File: src/rtl/timer_pkg.sv
// -----------------------------------------------------------------------------
// timer_pkg
// Shared definitions for the APB timer count-enable path:
//   - cnt_ctrl_state_e : controller FSM states (IDLE, RUN, HALTED)
//   - PRESCALE_W       : default prescaler counter width
//   - MAX_DIV_VAL      : default largest legal divisor exponent
//   - div_exp_t        : 4-bit divisor exponent (divisor = 2^exp)
//   - div_cfg_illegal  : flags an out-of-range exponent while the prescaler
//                        is enabled
// -----------------------------------------------------------------------------
package timer_pkg;

    localparam int unsigned PRESCALE_W  = 8;
    localparam int unsigned MAX_DIV_VAL = 8;

    typedef logic [3:0] div_exp_t;

    typedef enum logic [1:0] {
        IDLE   = 2'd0,
        RUN    = 2'd1,
        HALTED = 2'd2
    } cnt_ctrl_state_e;

    // An exponent above the supported maximum only matters when the
    // prescaler is actually in use.
    function automatic logic div_cfg_illegal(input logic        div_en,
                                             input div_exp_t    div_val,
                                             input int unsigned max_val);
        return div_en && ({28'd0, div_val} > max_val);
    endfunction

endpackage

File: src/rtl/timer_prescaler.sv
// -----------------------------------------------------------------------------
// timer_prescaler
// Power-of-two prescaler for the timer count-enable path. Counts run cycles,
// compares against the terminal value (2^div_val - 1, or 0 when the prescaler
// is disabled) and emits a registered single-cycle tick on wrap.
//
// Ports:
//   i_clk      in  1  system clock, rising edge
//   i_rst_n    in  1  asynchronous active-low reset
//   i_run      in  1  advance the counter on this edge
//   i_freeze   in  1  hold the counter (ignored when i_run is high)
//   i_clear    in  1  force the counter to 0, no tick
//   i_div_en   in  1  prescaler enable
//   i_div_val  in  4  divisor exponent
//   o_tick     out 1  registered wrap strobe
//
// Neither run nor freeze nor clear asserted also clears the counter, so the
// controller only needs to assert run/freeze in the states that keep phase.
// -----------------------------------------------------------------------------
module timer_prescaler
    import timer_pkg::*;
#(
    parameter int unsigned PRESCALE_W = timer_pkg::PRESCALE_W
) (
    input  logic       i_clk,
    input  logic       i_rst_n,
    input  logic       i_run,
    input  logic       i_freeze,
    input  logic       i_clear,
    input  logic       i_div_en,
    input  logic [3:0] i_div_val,
    output logic       o_tick
);

    logic [PRESCALE_W-1:0] cnt_q;
    logic [PRESCALE_W-1:0] cnt_d;
    logic [PRESCALE_W-1:0] term;
    logic                  div_en_q;
    div_exp_t              div_val_q;
    logic                  cfg_change;
    logic                  at_term;
    logic                  tick_d;
    logic                  tick_q;

    // Terminal value is a mask of div_val low ones: 2^div_val - 1.
    always_comb begin
        term = '0;
        if (i_div_en) begin
            for (int unsigned i = 0; i < PRESCALE_W; i++) begin
                term[i] = (i < 32'(i_div_val));
            end
        end
    end

    // Any divisor reconfiguration restarts the period from zero so the new
    // divisor takes effect with a full-length first period.
    assign cfg_change = (i_div_en != div_en_q) || (i_div_val != div_val_q);
    assign at_term    = (cnt_q == term);

    always_comb begin
        cnt_d  = '0;
        tick_d = 1'b0;
        if (i_clear || cfg_change) begin
            cnt_d = '0;
        end else if (i_run) begin
            if (at_term) begin
                cnt_d  = '0;
                tick_d = 1'b1;
            end else begin
                cnt_d = cnt_q + {{(PRESCALE_W-1){1'b0}}, 1'b1};
            end
        end else if (i_freeze) begin
            cnt_d = cnt_q;
        end
    end

    always_ff @(posedge i_clk or negedge i_rst_n) begin
        if (!i_rst_n) begin
            cnt_q     <= '0;
            tick_q    <= 1'b0;
            div_en_q  <= 1'b0;
            div_val_q <= '0;
        end else begin
            cnt_q     <= cnt_d;
            tick_q    <= tick_d;
            div_en_q  <= i_div_en;
            div_val_q <= i_div_val;
        end
    end

    assign o_tick = tick_q;

endmodule

File: src/rtl/timer_cnt_ctrl.sv
// -----------------------------------------------------------------------------
// timer_cnt_ctrl
// Count-enable controller for the APB timer core. Turns timer enable,
// prescaler settings and the debug-halt handshake into a single-cycle count
// strobe for the 64-bit counter.
//
// Ports:
//   i_clk       in  1  system clock, rising edge
//   i_rst_n     in  1  asynchronous active-low reset
//   i_timer_en  in  1  timer enable (control register)
//   i_div_en    in  1  prescaler enable
//   i_div_val   in  4  divisor exponent, divisor = 2^i_div_val
//   i_halt_req  in  1  debug halt request (level)
//   i_halt_low  in  1  halt request low this and previous cycle (filtered)
//   o_cnt_en    out 1  registered count strobe
//   o_halt_ack  out 1  registered halt acknowledge (high while HALTED)
//   o_div_err   out 1  registered illegal-divisor flag
//
// Build option:
//   TIMER_HALT_SUPPORT_EN  defined   -> full halt handshake with HALTED state
//                          undefined -> halt inputs ignored, o_halt_ack = 0
// -----------------------------------------------------------------------------
module timer_cnt_ctrl
    import timer_pkg::*;
#(
    parameter int unsigned PRESCALE_W  = timer_pkg::PRESCALE_W,
    parameter int unsigned MAX_DIV_VAL = timer_pkg::MAX_DIV_VAL
) (
    input  logic       i_clk,
    input  logic       i_rst_n,
    input  logic       i_timer_en,
    input  logic       i_div_en,
    input  logic [3:0] i_div_val,
    input  logic       i_halt_req,
    input  logic       i_halt_low,
    output logic       o_cnt_en,
    output logic       o_halt_ack,
    output logic       o_div_err
);

    cnt_ctrl_state_e state_q;
    cnt_ctrl_state_e state_d;
    logic            div_err_d;
    logic            div_err_q;
    logic            pre_run;
    logic            pre_freeze;
    logic            pre_tick;

    assign div_err_d = div_cfg_illegal(i_div_en, i_div_val, MAX_DIV_VAL);

    // Timer disable dominates every other event, including a halt request.
    always_comb begin
        state_d = state_q;
        if (!i_timer_en) begin
            state_d = IDLE;
        end else begin
            case (state_q)
                IDLE: state_d = RUN;
`ifdef TIMER_HALT_SUPPORT_EN
                RUN: begin
                    if (i_halt_req) begin
                        state_d = HALTED;
                    end
                end
                HALTED: begin
                    if (i_halt_low) begin
                        state_d = RUN;
                    end
                end
`else
                RUN:    state_d = RUN;
                HALTED: state_d = RUN;
`endif
                default: state_d = IDLE;
            endcase
        end
    end

    // The prescaler advances on every edge that lands in RUN except the
    // enabling edge out of IDLE. Counting on the resume edge means the cycle
    // that carried the halt request and the resume cycle together make up
    // one running cycle, so strobe spacing across a halt stays at D running
    // cycles. A halt on a tick edge leaves the counter frozen at D-1.
    assign pre_run    = (state_d == RUN) && (state_q != IDLE);
    assign pre_freeze = (state_d == HALTED);

    timer_prescaler #(
        .PRESCALE_W (PRESCALE_W)
    ) u_prescaler (
        .i_clk     (i_clk),
        .i_rst_n   (i_rst_n),
        .i_run     (pre_run),
        .i_freeze  (pre_freeze),
        .i_clear   (div_err_d),
        .i_div_en  (i_div_en),
        .i_div_val (i_div_val),
        .o_tick    (pre_tick)
    );

`ifdef TIMER_HALT_SUPPORT_EN
    logic halt_ack_q;

    always_ff @(posedge i_clk or negedge i_rst_n) begin
        if (!i_rst_n) begin
            state_q    <= IDLE;
            halt_ack_q <= 1'b0;
            div_err_q  <= 1'b0;
        end else begin
            state_q    <= state_d;
            halt_ack_q <= (state_d == HALTED);
            div_err_q  <= div_err_d;
        end
    end

    assign o_halt_ack = halt_ack_q;
`else
    logic unused_halt_inputs;

    always_ff @(posedge i_clk or negedge i_rst_n) begin
        if (!i_rst_n) begin
            state_q   <= IDLE;
            div_err_q <= 1'b0;
        end else begin
            state_q   <= state_d;
            div_err_q <= div_err_d;
        end
    end

    assign unused_halt_inputs = i_halt_req ^ i_halt_low;
    assign o_halt_ack         = 1'b0;
`endif

    assign o_cnt_en  = pre_tick;
    assign o_div_err = div_err_q;

endmodule

File: config.mk
export PLATFORM = sky130hd
export DESIGN_NAME = timer_cnt_ctrl
export DESIGN_NICKNAME = d
export VERILOG_FILES = /design/src/rtl/timer_pkg.sv /design/src/rtl/timer_prescaler.sv /design/src/rtl/timer_cnt_ctrl.sv
export SDC_FILE = /design/constraint.sdc
export NUM_CORES = 1
export LEC_CHECK = 0
export ABC_AREA = 0
export BUFFER_PORTS_ARGS = -buffer_cell sky130_fd_sc_hd__buf_2
export CAP_MARGIN = 20
export CORE_UTILIZATION = 40
export DETAILED_ROUTE_END_ITERATION = 12
export PLACE_DENSITY = 0.66
export SLEW_MARGIN = 20
export SYNTH_ARGS = -nofsm -noshare
export SYNTH_HDL_FRONTEND = slang
export SYNTH_HIERARCHICAL = 1
export SYNTH_SLANG_ARGS = --single-unit
File: constraint.sdc
create_clock -name i_clk -period 3.1 [get_ports i_clk]
set_clock_uncertainty 0.15 [all_clocks]
set_input_delay 0.465 -clock i_clk [delete_from_list [all_inputs] [get_ports i_clk]]
set_output_delay 0.465 -clock i_clk [all_outputs]
set_load 0.01 [all_outputs]
==> metrics.txt <==
status complete, no violations; routed vias 751; Worst Max-Slew Pin Slew 869.3 ps; WS Path Type reg -> reg; synth top area cells dfrtp_1 39%, buf_6 4.4%, xnor2_1 4.3%; Syn-to-layout area delta 5.854%; Synth async-reset ratio 1.000; DIE WIDTH 52.65 um; total congestion overflow 0; vias in the first global route 747; CTS buffer count 3; initial antenna violation count 0; drt wl/cell 13.67 um; FF-to-FF Start u_prescaler/cnt_q[3]; final worst path period need 2318 ps; CP Cell Sequence or3_1, a311oi_4, a41oi_4, and3_2, a221o_1; sw frac 0.2458; Peak Freq 0.4315 GHz; Root Buffer clkbuf_4; Static Leak 0.4752 nW; Data required, critical path 3120 ps; largest stage delay on the critical path 480 ps; placed insts 127; post-CTS setup buffers 0; I/O Pins 13; setup tns final 0 ps; antenna diode count 0; Distinct cells, synth 40; top cell type's share of synthesized area 0.3902; VDD IR max 0.2542 mV; Critical Path Slowest Stage Cell dfrtp_1; synth warn 6; Seq/Total Area, Yosys 0.3902; Fin Hold WS 152.0 ps; P_sw 0.09945 mW; GP Congestion 0.7256; H-tree depth 1; design area 1086 um^2; Worst R2R End u_prescaler/cnt_q[5]; Std-Cell Rows 17; Core ar. 2318 um^2; largest net degree at the start of global routing 17; WL final 1804 um; Final period util 0.7476; CP Max Fanout 13; Avg Cell Area, Syn 10.58 um^2; final-report hold violation count 0; Detail Route Antenna Nets 0; Placed Instance Area 1040 um^2; PD cells 372.6 nW/um^2; DRT iter0 DRCs 14; insertion delay to the later sink of the worst-skew pair 280 ps; Pins Over Slew Limit 0; DRC viols 0; Total GRT Usage 0.1645; Flop pwr share 0.531; Yosys top cell by area dfrtp_1; Hold Path Class in -> reg; dpl hpwl 1300 um; P_int 0.3052 mW; DR pass1 iterations 4; worst relative slew slack 0.4156; Seq cells post-synth 16; hold path endpoint state_q[0]; synthesized area 1026 um^2; Worst R2R Path Depth 5; Gate Count Post-Synth 97; r2r setup slk 780 ps; RSZ-0062 raised after global routing false; Post-synth EDFFs 0; clock tree sinks 16; layout cells sized above 1 0.2500; Die ar. 2772 um^2; CP endpoint kind flip-flop; CTS tree done; Clk pin slew, worst setup/hold paths 100 ps; ys flop type dfrtp_1; Die Y-Extent 52.65 um; DR vias/cell 5.689; Worst Setup Start Kind flip-flop; Tot Pwr 0.4046 mW; fin cells 132; # Max-Cap Violations 0; Setup violations, final 0; global-route wire length before repair 3332 um; hold path cells 1; Comb pwr share 0.128; CTS Buffer Depth 2; Final #Nets 116; hold_sp i_timer_en; clock network fraction of total power 0.340; WP data arrival 2340 ps; Starting Density 0.4425; PortBufs 9
-- stage by stage --
| stage | utilization | setup WS [ps] |
|---|---|---|
| after global placement | 0.4485 | 563.0 |
| after global routing | 0.4684 | 702.6 |
| final | 0.4684 | 782.4 |
| after detailed placement | 0.4485 | 540.2 |
| after floorplan | - | 818.4 |
| after CTS | 0.4684 | 775.4 |
-- flip-flops by register name (all words and copies together), names as in the netlist --
register and cells:
u_prescaler/cnt_q 8, u_prescaler/div_val_q 4, o_div_err 1, state_q 1
u_prescaler/div_en_q 1, u_prescaler/o_tick 1
-- cells in the mapped netlist (all sizes together) (2+ instances only) --
master   n
a21oi    3
a221o    4
a22o     2
and3     7
buf      8
dfrtp   16
inv      2
nand2    5
nand3    5
nand4    4
nor2     7
nor3     2
o21ai    3
or2      2
or4b     3
xnor2    5
xor2     3
-- cell families (layout without fill, tap and decap cells) --
| kind of cell | count (synthesis) | in the layout | share of synthesized area |
|---|---|---|---|
| AOI/OAI and AO/OA | 21 | 21 | 0.2086 |
| xor gates and xnor gates | 8 | 8 | 0.07562 |
| adders and majority gates | 1 | 1 | 0.01219 |
| buffers and inverters | 10 | 16 | 0.07561 |
| DFF | 16 | 16 | 0.3902 |
| muxes | 1 | 1 | 0.01097 |
| other | 1 | 2 | 0.003655 |
| and+or+nand+nor | 39 | 39 | 0.2232 |
-- worst max-delay path: cells and delay by family, from the launching register on --
family | cells | cell delay [ps]
compound gates | 3 | 890
flops | 1 | 480
simple gates | 2 | 680
-- power by group through the flow --
stage | Clock (mW) | Sequential, mW | Combinational (mW)
detailed placement | 0 | 0.219 | 0.0512
global route | 0.147 | 0.216 | 0.0588
finish | 0.138 | 0.215 | 0.0519
global placement | 0 | 0.219 | 0.0498
CTS | 0.141 | 0.215 | 0.0525
floorplan | 0 | 0.220 | 0.0390
-- layer usage --
layer,share of wire,track usage,vias to the layer above
met1,0.49,0.2204,371
met5,0,0,-
met4,0.0061,0.06579,0
li1,-,-,375
met3,0.015,0.01739,2
met2,0.49,0.2679,3
-- cell usage in the layout (no fill, tap or decap), drive strengths merged --
cell and instances:
nand2 5, xnor2 5, o311a 1, a221o 4, buf 9, nand2b 1, o21ai 3, or2 2
a21o 1, dfrtp 16, nand3 5, clkbuf 4, nor3 2, or3 1, and3 7, xor2 3
a311oi 1, inv 2, conb 2, o211ai 1, nor2 7, a211o 1, o41ai 1, nand4 4
o31ai 1, or4b 3, a41oi 1, a22o 2, and2 1, dlygate4sd3 1, a32o 1, mux2 1
nor4 1, a21oi 3, ha 1
-- layout make-up --
class / instances / area, um^2
Fill cell: 221 / 1232
Multi-Input combinational cell: 72 / 551.8
Sequential cell: 16 / 400.4
Timing Repair Buffer: 10 / 55.05
Clock buffer: 4 / 36.28
Tap cell: 28 / 35.03
Inverter: 2 / 7.507
-- what timing repair did --
action	4_1_cts	5_1_grt
resized for setup	0	0
endpoints found under the hold margin	16	0
hold buffers	1	0
-- worst max-delay path by stage --
stage                              start                    to  slack, ps  depth (start not counted)
floorplan                   i_div_val[1]  u_prescaler/cnt_q[4]        820                          8
global placement            i_div_val[2]  u_prescaler/cnt_q[3]        560                          6
detailed placement          i_div_val[2]  u_prescaler/cnt_q[5]        540                          6
CTS                 u_prescaler/cnt_q[3]  u_prescaler/cnt_q[5]        780                          5
global route        u_prescaler/cnt_q[3]  u_prescaler/cnt_q[5]        700                          5
finish              u_prescaler/cnt_q[3]  u_prescaler/cnt_q[5]        780                          5
Note: power is estimated with default switching activity, not from simulation.
